File: src/rtl/alu_pkg.sv
// alu_pkg: shared constants for the ALU requester path.
//   - ALU control codes (4-bit, 0..11)
//   - ALUOp encodings from the main decoder
//   - R-type funct values understood by the ALU
//   - issue FSM state encoding and the op-decode result struct
package alu_pkg;

  localparam logic [3:0] ALU_AND   = 4'd0;
  localparam logic [3:0] ALU_OR    = 4'd1;
  localparam logic [3:0] ALU_NAND  = 4'd2;
  localparam logic [3:0] ALU_NOR   = 4'd3;
  localparam logic [3:0] ALU_ADDU  = 4'd4;
  localparam logic [3:0] ALU_SUBU  = 4'd5;
  localparam logic [3:0] ALU_SLT   = 4'd6;
  localparam logic [3:0] ALU_EQUAL = 4'd7;
  localparam logic [3:0] ALU_SRA   = 4'd8;
  localparam logic [3:0] ALU_SRAV  = 4'd9;
  localparam logic [3:0] ALU_LUI   = 4'd10;
  localparam logic [3:0] ALU_SLTU  = 4'd11;

  localparam logic [2:0] OP_ADDU  = 3'b000;
  localparam logic [2:0] OP_SUBU  = 3'b001;
  localparam logic [2:0] OP_RTYPE = 3'b010;
  localparam logic [2:0] OP_SLT   = 3'b011;
  localparam logic [2:0] OP_LUI   = 3'b100;
  localparam logic [2:0] OP_OR    = 3'b101;
  localparam logic [2:0] OP_SLTU  = 3'b110;
  localparam logic [2:0] OP_BEQ   = 3'b111; // compare via subtract

  localparam logic [5:0] FN_SRA  = 6'h03;
  localparam logic [5:0] FN_SRAV = 6'h07;
  localparam logic [5:0] FN_ADDU = 6'h21;
  localparam logic [5:0] FN_SUBU = 6'h23;
  localparam logic [5:0] FN_AND  = 6'h24;
  localparam logic [5:0] FN_OR   = 6'h25;
  localparam logic [5:0] FN_NOR  = 6'h27;
  localparam logic [5:0] FN_SLT  = 6'h2A;
  localparam logic [5:0] FN_SLTU = 6'h2B;

  // Which value feeds ALU src1; src2 is always rt / extended immediate.
  typedef enum logic [1:0] {
    SRC1_RS,
    SRC1_SHAMT,
    SRC1_RS_LO5,
    SRC1_ZERO
  } src1_sel_e;

  typedef enum logic [1:0] {
    ST_IDLE,
    ST_ISSUE,
    ST_CAPTURE,
    ST_RESP
  } state_e;

  typedef struct packed {
    logic [3:0] ctrl;
    src1_sel_e  src1_sel;
    logic       illegal;
  } dec_t;

endpackage

File: src/rtl/alu_issue_ctrl_if.sv
// alu_issue_ctrl_if: request, ALU and response signals of alu_issue_ctrl.
//   req_*  : valid/ready request from decode (ALUOp, funct, shamt, rs, rt)
//   alu_*  : operands/ctrl to the combinational ALU and its result/zero
//   resp_* : valid/ready response carrying result, zero and illegal flag
// slave  = the issue controller, master = the decode stage / ALU side.
interface alu_issue_ctrl_if #(
  parameter int DW = 32,
  parameter int CW = 4
);
  logic          req_valid_i;
  logic          req_ready_o;
  logic [2:0]    req_aluop_i;
  logic [5:0]    req_funct_i;
  logic [4:0]    req_shamt_i;
  logic [DW-1:0] req_rs_i;
  logic [DW-1:0] req_rt_i;
  logic [DW-1:0] alu_src1_o;
  logic [DW-1:0] alu_src2_o;
  logic [CW-1:0] alu_ctrl_o;
  logic [DW-1:0] alu_result_i;
  logic          alu_zero_i;
  logic          resp_valid_o;
  logic          resp_ready_i;
  logic [DW-1:0] resp_result_o;
  logic          resp_zero_o;
  logic          resp_illegal_o;

  modport slave (
    input  req_valid_i, req_aluop_i, req_funct_i, req_shamt_i, req_rs_i, req_rt_i,
           alu_result_i, alu_zero_i, resp_ready_i,
    output req_ready_o, alu_src1_o, alu_src2_o, alu_ctrl_o,
           resp_valid_o, resp_result_o, resp_zero_o, resp_illegal_o
  );

  modport master (
    output req_valid_i, req_aluop_i, req_funct_i, req_shamt_i, req_rs_i, req_rt_i,
           alu_result_i, alu_zero_i, resp_ready_i,
    input  req_ready_o, alu_src1_o, alu_src2_o, alu_ctrl_o,
           resp_valid_o, resp_result_o, resp_zero_o, resp_illegal_o
  );
endinterface

File: src/rtl/alu_op_decode.sv
// alu_op_decode: combinational ALUOp/funct -> {ALU ctrl, src1 select, illegal}.
// No state, so it can be dropped into a single-cycle datapath as-is.
//   aluop_i : ALUOp from the main decoder
//   funct_i : R-type funct field (only consulted for ALUOp=010)
//   dec_o   : decoded control, src1 selection and illegal flag
module alu_op_decode
  import alu_pkg::*;
(
  input  logic [2:0] aluop_i,
  input  logic [5:0] funct_i,
  output dec_t       dec_o
);

  always_comb begin
    dec_o = '{ctrl: ALU_ADDU, src1_sel: SRC1_RS, illegal: 1'b0};
    case (aluop_i)
      OP_ADDU: dec_o.ctrl = ALU_ADDU;
      OP_SUBU,
      OP_BEQ:  dec_o.ctrl = ALU_SUBU;
      OP_SLT:  dec_o.ctrl = ALU_SLT;
      OP_LUI:  begin dec_o.ctrl = ALU_LUI; dec_o.src1_sel = SRC1_ZERO; end
      OP_OR:   dec_o.ctrl = ALU_OR;
      OP_SLTU: dec_o.ctrl = ALU_SLTU;
      default: begin // OP_RTYPE
        case (funct_i)
          FN_ADDU: dec_o.ctrl = ALU_ADDU;
          FN_SUBU: dec_o.ctrl = ALU_SUBU;
          FN_AND:  dec_o.ctrl = ALU_AND;
          FN_OR:   dec_o.ctrl = ALU_OR;
          FN_NOR:  dec_o.ctrl = ALU_NOR;
          FN_SLT:  dec_o.ctrl = ALU_SLT;
          FN_SLTU: dec_o.ctrl = ALU_SLTU;
          FN_SRA:  begin dec_o.ctrl = ALU_SRA;  dec_o.src1_sel = SRC1_SHAMT;  end
          FN_SRAV: begin dec_o.ctrl = ALU_SRAV; dec_o.src1_sel = SRC1_RS_LO5; end
          default: dec_o.illegal = 1'b1;
        endcase
      end
    endcase
  end

endmodule

File: src/rtl/alu_issue_ctrl.sv
// alu_issue_ctrl: requester side of the multi-cycle ALU.
// Accepts one decoded op at a time, drives registered src1/src2/ctrl into the
// combinational ALU for one cycle, captures result/zero and returns them on a
// valid/ready response. Unsupported ALUOp/funct answer immediately as illegal.
//   clk_i, rst_n : clock, synchronous active-low reset
//   bus          : alu_issue_ctrl_if slave (req_*, alu_*, resp_*)
// Timing: legal accept at edge N -> resp_valid at N+2; illegal -> N+1.
module alu_issue_ctrl
  import alu_pkg::*;
#(
  parameter int DW = 32,
  parameter int CW = 4
) (
  input  logic             clk_i,
  input  logic             rst_n,
  alu_issue_ctrl_if.slave  bus
);

  dec_t          dec;
  logic [DW-1:0] src1_d;

  state_e        state_q;
  logic          req_ready_q;
  logic [DW-1:0] src1_q, src2_q;
  logic [CW-1:0] ctrl_q;
  logic          resp_valid_q;
  logic [DW-1:0] resp_result_q;
  logic          resp_zero_q;
  logic          resp_illegal_q;

  alu_op_decode u_dec (
    .aluop_i (bus.req_aluop_i),
    .funct_i (bus.req_funct_i),
    .dec_o   (dec)
  );

  always_comb begin
    src1_d = bus.req_rs_i;
    case (dec.src1_sel)
      SRC1_SHAMT:  src1_d = {{(DW-5){1'b0}}, bus.req_shamt_i};
      SRC1_RS_LO5: src1_d = {{(DW-5){1'b0}}, bus.req_rs_i[4:0]};
      SRC1_ZERO:   src1_d = '0;
      default:     src1_d = bus.req_rs_i;
    endcase
  end

  // All outputs are registered here; alu_* only change on a legal accept so
  // the ALU never sees a spurious ctrl change.
  always_ff @(posedge clk_i) begin
    if (!rst_n) begin
      state_q        <= ST_IDLE;
      req_ready_q    <= 1'b1;
      src1_q         <= '0;
      src2_q         <= '0;
      ctrl_q         <= '0;
      resp_valid_q   <= 1'b0;
      resp_result_q  <= '0;
      resp_zero_q    <= 1'b0;
      resp_illegal_q <= 1'b0;
    end else begin
      case (state_q)
        ST_IDLE: begin
          if (bus.req_valid_i) begin
            req_ready_q <= 1'b0;
            if (dec.illegal) begin
              resp_illegal_q <= 1'b1;
              resp_result_q  <= '0;
              resp_zero_q    <= 1'b0;
              resp_valid_q   <= 1'b1;
              state_q        <= ST_RESP;
            end else begin
              src1_q  <= src1_d;
              src2_q  <= bus.req_rt_i;
              ctrl_q  <= CW'(dec.ctrl);
              state_q <= ST_ISSUE;
            end
          end
        end
        ST_ISSUE: begin
          // Operands have been stable for a full cycle; ALU output is settled.
          resp_result_q  <= bus.alu_result_i;
          resp_zero_q    <= bus.alu_zero_i;
          resp_illegal_q <= 1'b0;
          resp_valid_q   <= 1'b1;
          state_q        <= ST_RESP;
        end
        ST_RESP: begin
          if (bus.resp_ready_i) begin
            resp_valid_q <= 1'b0;
            req_ready_q  <= 1'b1;
            state_q      <= ST_IDLE;
          end
        end
        default: begin // ST_CAPTURE is reserved: recover to IDLE
          resp_valid_q <= 1'b0;
          req_ready_q  <= 1'b1;
          state_q      <= ST_IDLE;
        end
      endcase
    end
  end

  assign bus.req_ready_o    = req_ready_q;
  assign bus.alu_src1_o     = src1_q;
  assign bus.alu_src2_o     = src2_q;
  assign bus.alu_ctrl_o     = ctrl_q;
  assign bus.resp_valid_o   = resp_valid_q;
  assign bus.resp_result_o  = resp_result_q;
  assign bus.resp_zero_o    = resp_zero_q;
  assign bus.resp_illegal_o = resp_illegal_q;

endmodule
File: src/flat_wrapper.sv
// flat-port wrapper written by rule: the top's interface ports become plain ports
module alu_issue_ctrl_flat import alu_pkg::*;
#(
  parameter int DW = 32,
  parameter int CW = 4
)
  (clk_i, rst_n, bus_req_valid_i, bus_req_aluop_i, bus_req_funct_i, bus_req_shamt_i, bus_req_rs_i, bus_req_rt_i, bus_alu_result_i, bus_alu_zero_i, bus_resp_ready_i, bus_req_ready_o, bus_alu_src1_o, bus_alu_src2_o, bus_alu_ctrl_o, bus_resp_valid_o, bus_resp_result_o, bus_resp_zero_o, bus_resp_illegal_o);
  alu_issue_ctrl_if #(.DW(DW), .CW(CW)) bus_i ();
  input  logic clk_i;
  input  logic rst_n;
  input wire logic [$bits(bus_i.req_valid_i)-1:0] bus_req_valid_i;
  input wire logic [$bits(bus_i.req_aluop_i)-1:0] bus_req_aluop_i;
  input wire logic [$bits(bus_i.req_funct_i)-1:0] bus_req_funct_i;
  input wire logic [$bits(bus_i.req_shamt_i)-1:0] bus_req_shamt_i;
  input wire logic [$bits(bus_i.req_rs_i)-1:0] bus_req_rs_i;
  input wire logic [$bits(bus_i.req_rt_i)-1:0] bus_req_rt_i;
  input wire logic [$bits(bus_i.alu_result_i)-1:0] bus_alu_result_i;
  input wire logic [$bits(bus_i.alu_zero_i)-1:0] bus_alu_zero_i;
  input wire logic [$bits(bus_i.resp_ready_i)-1:0] bus_resp_ready_i;
  output wire logic [$bits(bus_i.req_ready_o)-1:0] bus_req_ready_o;
  output wire logic [$bits(bus_i.alu_src1_o)-1:0] bus_alu_src1_o;
  output wire logic [$bits(bus_i.alu_src2_o)-1:0] bus_alu_src2_o;
  output wire logic [$bits(bus_i.alu_ctrl_o)-1:0] bus_alu_ctrl_o;
  output wire logic [$bits(bus_i.resp_valid_o)-1:0] bus_resp_valid_o;
  output wire logic [$bits(bus_i.resp_result_o)-1:0] bus_resp_result_o;
  output wire logic [$bits(bus_i.resp_zero_o)-1:0] bus_resp_zero_o;
  output wire logic [$bits(bus_i.resp_illegal_o)-1:0] bus_resp_illegal_o;
  assign bus_i.req_valid_i = bus_req_valid_i;
  assign bus_i.req_aluop_i = bus_req_aluop_i;
  assign bus_i.req_funct_i = bus_req_funct_i;
  assign bus_i.req_shamt_i = bus_req_shamt_i;
  assign bus_i.req_rs_i = bus_req_rs_i;
  assign bus_i.req_rt_i = bus_req_rt_i;
  assign bus_i.alu_result_i = bus_alu_result_i;
  assign bus_i.alu_zero_i = bus_alu_zero_i;
  assign bus_i.resp_ready_i = bus_resp_ready_i;
  assign bus_req_ready_o = bus_i.req_ready_o;
  assign bus_alu_src1_o = bus_i.alu_src1_o;
  assign bus_alu_src2_o = bus_i.alu_src2_o;
  assign bus_alu_ctrl_o = bus_i.alu_ctrl_o;
  assign bus_resp_valid_o = bus_i.resp_valid_o;
  assign bus_resp_result_o = bus_i.resp_result_o;
  assign bus_resp_zero_o = bus_i.resp_zero_o;
  assign bus_resp_illegal_o = bus_i.resp_illegal_o;
  alu_issue_ctrl #(.DW(DW), .CW(CW)) u_core (.clk_i(clk_i), .rst_n(rst_n), .bus(bus_i));
endmodule
File: config.mk
export PLATFORM = sky130hd
export DESIGN_NAME = alu_issue_ctrl_flat
export DESIGN_NICKNAME = d
export VERILOG_FILES = /design/src/rtl/alu_pkg.sv /design/src/rtl/alu_issue_ctrl_if.sv /design/src/rtl/alu_op_decode.sv /design/src/rtl/alu_issue_ctrl.sv /design/src/flat_wrapper.sv
export SDC_FILE = /design/constraint.sdc
export NUM_CORES = 1
export LEC_CHECK = 0
export ABC_AREA = 1
export CORE_MARGIN = 3
export CORE_UTILIZATION = 32
export DETAILED_ROUTE_END_ITERATION = 12
export GPL_TIMING_DRIVEN = 1
export PLACE_DENSITY = 0.7
export SYNTH_ARGS = -nofsm -noshare
export SYNTH_HDL_FRONTEND = slang
export SYNTH_SLANG_ARGS = --single-unit
File: constraint.sdc
create_clock -name clk_i -period 1.27 [get_ports clk_i]
set_input_delay 0.1905 -clock clk_i [delete_from_list [all_inputs] [get_ports clk_i]]
set_output_delay 0.1905 -clock clk_i [all_outputs]
set_load 0.1 [all_outputs]
* Word level (Yosys, flattened, before mapping)
Index checks and enable logic that the tools add are counted.
** Word-level totals
- Flip-flop bits (word level) :: 106
- Word-level logic and storage cells :: 71
** Cells by class
- Reductions and logical operators :: 12
- Bitwise logic cells :: 2
- Muxes and demuxes :: 25
- Equality and inequality tests :: 23
** Operators by type and width (count)
- 32-bit one-hot mux with 3 select lines :: 1
- 32-bit two-way mux :: 2
- 32-bit one-hot mux with 2 select lines :: 1
- 6-bit equality test (second input constant) :: 7
- 4-bit one-hot mux with 8 select lines :: 1
- 4-bit one-hot mux with 6 select lines :: 1
- 3-bit equality test (second input constant) :: 4
- 3-bit AND reduction :: 4
- 1-bit two-way mux :: 9
- 9-bit OR reduction :: 1
- 2-bit one-hot mux with 2 select lines :: 2
- 7-bit OR reduction :: 1
- 2-bit equality test (second input constant) :: 3
- 6-bit by 2-bit equality test with 1-bit output (second input constant) :: 1
- 6-bit by 3-bit equality test with 1-bit output (second input constant) :: 1
- 2-bit two-way mux :: 3
- 1-bit one-hot mux with 3 select lines :: 2
- 2-bit one-hot mux with 3 select lines :: 1
- 6-bit OR reduction :: 1
- 2-bit by 1-bit equality test with 1-bit output (second input constant) :: 2
- 2-bit != test (second input constant) :: 2
- 1-bit one-hot mux with 2 select lines :: 2
- 3-bit by 1-bit equality test with 1-bit output (second input constant) :: 1
- 3-bit by 2-bit equality test with 1-bit output (second input constant) :: 1
- 7 further kinds :: 8

* Longest topological paths before layout
Gate-level depths: netlist of the first run.
- Word-level depth :: 7
- Depth in mapped cells :: 12

* Cells and area by module
A second synthesis of the first run with hierarchy kept.
** Second synthesis, totals
- Cell total of the unflattened synthesis :: 601
- Area, all modules :: 4301.6 µm²
** By module, submodules not included
- alu_issue_ctrl :: sequential area each 2122.0 µm², area an instance 3998.8 µm², cells each 543, times used 1
- alu_op_decode :: sequential area each 0.0 µm², area an instance 302.8 µm², cells each 58, times used 1

* Worst setup path after synthesis of the first run
No wires, ideal clock.
- Path kind :: input to register
- Start point :: input port bus_req_aluop_i[2]
- End point :: register u_core.resp_result_q[10], in the netlist u_core.bus.resp_result_o[10]
- Slack :: -108 ps
- Stages :: 11
- Required time :: 1138 ps
- Path buffers :: 1
- Arrival time :: 1245 ps
- Path through :: inv_1 > nand2_2 > nor2_4 > inv_2 > nor2_1 > nand3_2 > nand2_1 > nand3_2 > buf_4 > nand2_1 > a21oi_1
** Between the ends
- Longest elaborated chain between the ends :: 5
- Elaborated cells between the ends (all ways) :: 11
- Classes of those cells :: eq/ne: 7; mux: 1; reduce/logical: 3
** RTL lines
- from (decl) :: RTL line flat_wrapper.sv:12 : input wire logic [$bits(bus_i.req_aluop_i)-1:0] bus_req_aluop_i;
- 3-bit equality test, or another cell as far along :: RTL line alu_op_decode.sv:16 : case (aluop_i)
- 7-bit OR reduction (no source line) (*)
- 1-bit two-way mux (*) :: RTL line alu_op_decode.sv:16
- 2-bit by 1-bit != test with 1-bit output (no source line) (*)
- 3-bit AND reduction (no source line) (*)
- to (signal assigned) :: RTL line alu_issue_ctrl.sv:81 : resp_result_q <= bus.alu_result_i;
- to (decl) :: RTL line alu_issue_ctrl.sv:27 : logic [DW-1:0] resp_result_q;
Every way passes the cells marked *; elsewhere a longest branch is shown, timed or not.
A chain may end at the register's enable or synchronous reset.

* Worst setup path in the final report of the first run
- Start point :: input port bus_req_funct_i[1]
- End point :: register u_core.src2_q[16], in the netlist u_core.bus.alu_src2_o[16]
** Between the ends
- Longest elaborated chain between the ends :: 6
- Elaborated cells between the ends (all ways) :: 14
- Classes of those cells :: eq/ne: 9; mux: 2; bitwise: 1; reduce/logical: 2
** RTL lines
- from (decl) :: RTL line flat_wrapper.sv:13 : input wire logic [$bits(bus_i.req_funct_i)-1:0] bus_req_funct_i;
- 6-bit by 3-bit equality test with 1-bit output, or another cell as far along :: RTL line alu_op_decode.sv:25 : case (funct_i)
- 9-bit OR reduction (no source line) (*)
- 1-bit two-way mux (*) :: RTL line alu_op_decode.sv:25
- 1-bit two-way mux (*) :: RTL line alu_op_decode.sv:16
- 1-bit inverter (no source line) (*)
- 3-bit AND reduction (no source line) (*)
- to (signal assigned) :: RTL line alu_issue_ctrl.sv:73 : src2_q <= bus.req_rt_i;
- to (decl) :: RTL line alu_issue_ctrl.sv:24 : logic [DW-1:0] src1_q, src2_q;
Marks and branches as above.

==> impl_metrics.env, run 1 <==
export IMPL_drcViolationCount=0
export IMPL_via_count=4843
export IMPL_grt_first_pass_wirelength_um=25500
export IMPL_clk_path_buf_depth=2
export IMPL_crit_chain="buf_8 > buf_4 > inv_1 > nand2_2 > nor2_4 > nor2_2 > nand3_4 > buf_6 > nand2_8 > inv_8 > buf_12 > buf_12 > buf_6 > nor2_4 > nor2_1"
export IMPL_drive_above_1_share=0.524
export IMPL_max_clock_freq_ghz=0.693
export IMPL_htreeDepth=3
export IMPL_io_pins=219
export IMPL_antenna_found_initial=0
export IMPL_vdd_drop_max_mv=0.886
export IMPL_cts_tree="done"
export IMPL_min_period_ns=1.44
export IMPL_violations="setup timing"
export IMPL_cpPeakStageDelay_ns=0.17
export IMPL_hpwl_um=11100
export IMPL_n_antenna_cell=0
export IMPL_dp_cells=924
export IMPL_worstMarginPinSlew_ns=0.416
export IMPL_status="complete, but fails checks"
export IMPL_cellLeakagePower_nw=3.79
export IMPL_placed_area_sq_um=7840
export IMPL_synth_area_leader_cell="dfxtp_1"
export IMPL_gr_total_overflow=0
export IMPL_row_count=40
export IMPL_ys_top_cells_by_area="dfxtp_1, nand2_1, a21oi_1"
export IMPL_drt_iter0_drc=304
export IMPL_yosysWarningCount=0
export IMPL_finalNonFillerCells=975
export IMPL_wl_per_cell_um=18.9
export IMPL_cap_violations=0
export IMPL_required_ns=1.52
export IMPL_rsz0062_at_grt="yes"
export IMPL_finClkSkew_ns=0.00724
export IMPL_drt_vias_per_instance=4.97
export IMPL_p_per_area_nw_per_um2=1390
export IMPL_clock_root_buffer="clkbuf_16"
export IMPL_routed_wirelength_um=18400
export IMPL_synth_area_sq_um=4100
export IMPL_fin_crit_sh=1.14
export IMPL_start_util=0.334
export IMPL_nets=919
export IMPL_areaGrowthSynthToFinish_pct=137
export IMPL_synth_ff_type="dfxtp_1"
export IMPL_first_global_vias=4757
export IMPL_path_class="in -> reg"
export IMPL_die_w_um=119
export IMPL_final_area_sq_um=9710
export IMPL_arrival_ns=1.69
export IMPL_clkLatencyLatePin_ns=0.35
export IMPL_core_area_sq_um=12300
export IMPL_io_buffer_count=218
export IMPL_numCtsBuffers=9
export IMPL_critPathMaxFanout=8
export IMPL_clkSinkCount=106
export IMPL_start_kind="input port"
export IMPL_endpoint_kind="flip-flop"
export IMPL_synth_seq_cells=106
export IMPL_hold_buffers=0
export IMPL_clkTransAtPathRegs_ns=0.07
export IMPL_synthesis_instances=535
export IMPL_synth_edf_count=0
export IMPL_dr_pass1_iters=4
export IMPL_hp_class="in -> reg"
export IMPL_grt_max_degree=42
export IMPL_grt_usage=0.227
export IMPL_die_y_um=119
export IMPL_finalHoldViolations=0
export IMPL_yosysTopAreaCellShare=0.517
export IMPL_setup_viol=104
export IMPL_gp_congestion=0.919
export IMPL_finalWorstSetupSlack_ns=-0.173
export IMPL_avgSynthCellArea_sq_um=7.67
export IMPL_synth_most_common_cell="nand2_1"
export IMPL_synthTopCellsByCount="nand2_1, dfxtp_1, a21oi_1"
export IMPL_ant_nets=0
export IMPL_synth_nets=650
export IMPL_die_area_sq_um=14200
export IMPL_total_power_mw=13.4
export IMPL_synth_cell_types=20
export IMPL_relSlewSlack=0.720
export IMPL_crit_slowest_cell="nor2_2"
export IMPL_ys_seq_area_frac=0.517
export IMPL_pre_cts_slack_ns=-1.19
export IMPL_drv_slew=0
export IMPL_async_flop_share=0
-- state kept, by name, indices dropped and copies added, names as in the netlist --
name                       cells
u_core.bus.alu_ctrl_o          4
u_core.bus.alu_src1_o         32
u_core.bus.alu_src2_o         32
u_core.bus.req_ready_o         1
u_core.bus.resp_illegal_o      1
u_core.bus.resp_result_o      32
u_core.bus.resp_valid_o        1
u_core.bus.resp_zero_o         1
u_core.state_q                 2
-- per-layer routing --
metal | GRT usage | vias up | part of all wire
met5 | 0 | - | 0
met2 | 0.403 | 213 | 0.52
li1 | - | 2265 | -
met3 | 0.0693 | 33 | 0.075
met1 | 0.257 | 2332 | 0.39
met4 | 0.0782 | 0 | 0.021
-- final cells by class --
cell class              instances  area [sq um]
repair inverters                1          11.3
flip-flops and latches        106          2130
multi-input cells             371          2710
fillers                       720          2550
inverters                      26           130
repair buffers                289          4250
clock inverters                 2          13.8
clock buffers                  12           256
well taps                     168           210
-- placed cells by master (no fill, tap or decap), types with 2 or more instances in the layout --
cell / Yosys / routed
nor2_1: 63 / 35
nand3_2: 2 / 16
nor2_2: 21 / 22
o21ai_4: 0 / 2
inv_2: 4 / 6
a21oi_2: 0 / 58
inv_1: 22 / 15
buf_16: 0 / 4
o21ai_1: 0 / 13
dfxtp_2: 0 / 5
nand3_1: 33 / 11
o21ai_0: 46 / 15
buf_8: 0 / 6
o21ai_2: 0 / 16
nor2_4: 2 / 30
buf_4: 2 / 29
clkbuf_16: 0 / 13
clkbuf_8: 0 / 2
clkdlybuf4s50_1: 0 / 105
nand3_4: 0 / 8
nand2_8: 0 / 2
nand2_4: 1 / 34
inv_8: 0 / 2
buf_12: 0 / 126
a21oi_1: 75 / 16
buf_6: 8 / 12
inv_6: 0 / 2
nand2_1: 123 / 70
nand2_2: 1 / 19
dfxtp_1: 106 / 101
-- logic make-up after synthesis --
logic type / synth area share
and+or+nand+nor: 0.259
buffers and inverters: 0.0729
AOI/OAI and AO/OA: 0.151
DFF: 0.517
-- per-stage QoR --
| stage | TNS [ns] | utilization | hold WS, ns |
|---|---|---|---|
| 2_1_floorplan | -0.0964 | - | 0.337 |
| 3_3_place_gp | -88.50 | 0.639 | 0.475 |
| 6_report | -10.18 | 0.792 | 0.192 |
| 5_1_grt | -15.37 | 0.792 | 0.186 |
| 3_5_place_dp | -94.24 | 0.639 | 0.485 |
| 4_1_cts | -9.12 | 0.720 | 0.152 |
-- final timing paths --
check	from	cells past startpoint	end	slack, ns
worst max register to register	u_core.state_q[0]	9	u_core.bus.alu_src1_o[15]	-0.10
worst min-delay path	bus_req_aluop_i[2]	4	u_core.bus.alu_ctrl_o[2]	0.19
worst max-delay path	bus_req_funct_i[1]	15	u_core.bus.alu_src2_o[16]	-0.17
worst min register to register	u_core.bus.resp_result_o[15]	2	u_core.bus.resp_result_o[15]	0.50
-- power breakdown --
part | switching [mW] | total (mW) | internal (mW)
registers | 0.452 | 4.12 | 3.67
logic | 3.95 | 6.68 | 2.73
clock network | 1.22 | 2.64 | 1.42
-- repair_timing --
action / in CTS / in global routing
setup buffers: 17 / 12
setup endpoints to repair: 104 / 104
resized for setup: 115 / 242
gates cloned: 11 / 6
endpoints found under the hold margin: 0 / 0
pin swaps: 21 / 50
-- worst max-delay path, delay by kind of cell --
family | cells | cell delay, ns
buffers and inverters | 8 | 0.84
and+or+nand+nor | 7 | 0.64
Note: power is estimated with default switching activity, not from simulation.
==> inputs of run 2 (changes only) <==
--- a/config.mk
+++ b/config.mk
@@ -6,6 +6,7 @@
 export NUM_CORES = 1
 export LEC_CHECK = 0
 export ABC_AREA = 1
+export CAP_MARGIN = 20
 export CORE_MARGIN = 3
 export CORE_UTILIZATION = 32
 export DETAILED_ROUTE_END_ITERATION = 12
==> impl_metrics.env, run 2 (synthesized netlist as in run 1, its figures left out) <==
export IMPL_rsz0062_at_grt="yes"
export IMPL_path_class="in -> reg"
export IMPL_ant_nets=0
export IMPL_die_area_sq_um=14200
export IMPL_arrival_ns=1.70
export IMPL_p_per_area_nw_per_um2=1400
export IMPL_grt_max_degree=42
export IMPL_gp_congestion=0.919
export IMPL_drt_iter0_drc=280
export IMPL_fin_crit_sh=1.12
export IMPL_row_count=40
export IMPL_clk_path_buf_depth=2
export IMPL_start_kind="input port"
export IMPL_relSlewSlack=0.735
export IMPL_p_sw_mw=5.55
export IMPL_gr_total_overflow=0
export IMPL_first_global_vias=4957
export IMPL_routed_wirelength_um=17700
export IMPL_core_area_sq_um=12300
export IMPL_wl_per_cell_um=18.2
export IMPL_finClkSkew_ns=0.00987
export IMPL_areaGrowthSynthToFinish_pct=131
export IMPL_pwr_share_clk=0.196
export IMPL_swShare=0.418
export IMPL_hp_class="in -> reg"
export IMPL_cts_tree="done"
export IMPL_drive_above_1_share=0.500
export IMPL_violations="setup timing"
export IMPL_drt_vias_per_instance=4.93
export IMPL_whs_ns=0.168
export IMPL_worstMarginPinSlew_ns=0.393
export IMPL_htreeDepth=3
export IMPL_nets=915
export IMPL_antenna_found_initial=1
export IMPL_drcViolationCount=0
export IMPL_numCtsBuffers=9
export IMPL_die_w_um=119
export IMPL_clkTransAtPathRegs_ns=0.07
export IMPL_placed_area_sq_um=7850
export IMPL_cap_violations=0
export IMPL_power_frac_seq=0.309
export IMPL_required_ns=1.55
export IMPL_start_util=0.334
export IMPL_die_y_um=119
export IMPL_status="complete, but fails checks"
export IMPL_fillCellCount=763
export IMPL_vdd_drop_max_mv=0.728
export IMPL_via_count=4799
export IMPL_p_comb_frac=0.496
export IMPL_cellLeakagePower_nw=3.71
export IMPL_grt_first_pass_wirelength_um=26300
export IMPL_clkLatencyLatePin_ns=0.35
export IMPL_mostFrequentLayoutCells="buf_12, clkdlybuf4s50_1, dfxtp_1, nand2_1, a21oi_2"
export IMPL_io_pins=219
export IMPL_hpwl_um=11200
export IMPL_io_buffer_count=218
export IMPL_max_clock_freq_ghz=0.705
export IMPL_clkSinkCount=106
export IMPL_layout_commonest_cell="buf_12"
export IMPL_clock_root_buffer="clkbuf_16"
export IMPL_critPathMaxFanout=8
export IMPL_finalHoldViolations=0
export IMPL_finalWorstSetupSlack_ns=-0.147
export IMPL_intPower_mw=7.73
export IMPL_dr_pass1_iters=4
export IMPL_finalNonFillerCells=973
export IMPL_setup_viol=99
export IMPL_grt_usage=0.234
export IMPL_dp_cells=925
export IMPL_min_period_ns=1.42
export IMPL_final_area_sq_um=9480
export IMPL_endpoint_kind="flip-flop"
export IMPL_drv_slew=0
==> run 2: cell types whose count changed in the layout (fill, tap and decap cells not counted), moves of 4 or more <==
cell / change
nor2_4: -14
nor2_1: +10
o21ai_0: +6
buf_12: -4
buf_8: +4
o21ai_2: -4
==> run 2: area by class of cell <==
class,instances,area (sq um),area share
inverter,26,130,0.0137
timing repair buffer,286,4190,0.442
tap,168,210,0.0222
multi-input combinational,370,2530,0.267
antenna,1,2.50,0.000264
clock buffer,13,250,0.0264
clock inverter,2,13.8,0.00145
sequential,106,2130,0.225
timing repair inverter,1,16.3,0.00172
==> run 2: metal layers <==
metal | wire (um) | part of all wire | track usage | vias to the layer above
li1 | - | - | - | 2261
met1 | 6640 | 0.38 | 0.251 | 2286
met2 | 9170 | 0.52 | 0.423 | 208
met3 | 1300 | 0.074 | 0.0731 | 44
met4 | 588 | 0.033 | 0.0949 | 0
met5 | 0 | 0 | 0 | -
==> run 2: through the flow <==
stage	setup slack (ns)	TNS [ns]	power, mW	utilization
6_report	-0.147	-6.90	13.3	0.773
5_1_grt	-0.216	-13.54	13.7	0.773
4_1_cts	-0.150	-5.70	13.1	0.739
3_5_place_dp	-0.906	-85.16	9.52	0.640
3_3_place_gp	-1.08	-88.50	9.44	0.639
2_1_floorplan	-0.00482	-0.0964	7.21	-
==> run 2: worst max-delay path: stages <==
cell and delay, ns:
clkdlybuf4s50_1 0.58, inv_1 0.12, nor2_4 0.11, nand2_4 0.13, buf_12 0.16, clkinv_8 0.06
buf_12 0.13, nand3_2 0.08, a21oi_2 0.14
==> run 2: final timing paths <==
path	depth (start not counted)	startpoint	endpoint	slack, ns
worst max-delay path	9	bus_req_valid_i	u_core.bus.alu_src1_o[27]	-0.15
worst min-delay path	4	bus_req_aluop_i[2]	u_core.bus.alu_ctrl_o[2]	0.17
worst max register to register	9	u_core.state_q[1]	u_core.bus.alu_src1_o[27]	-0.14
worst min register to register	2	u_core.bus.resp_result_o[15]	u_core.bus.resp_result_o[15]	0.50
==> run 2: what timing repair did <==
action / 4_1_cts / 5_1_grt
resized for setup: 168 / 162
setup buffers: 25 / 5
setup endpoints to repair: 104 / 105
pin swaps: 33 / 49
hold buffers: 0 / 0
cloned: 14 / 2
==> run 2: power groups by stage <==
stage | clock network, mW | registers (mW) | logic [mW]
global placement | 0 | 4.09 | 5.35
finish | 2.60 | 4.10 | 6.58
floorplan | 0 | 6.26 | 0.944
detailed placement | 0 | 4.11 | 5.41
CTS | 2.64 | 4.05 | 6.39
global route | 2.77 | 4.14 | 6.80
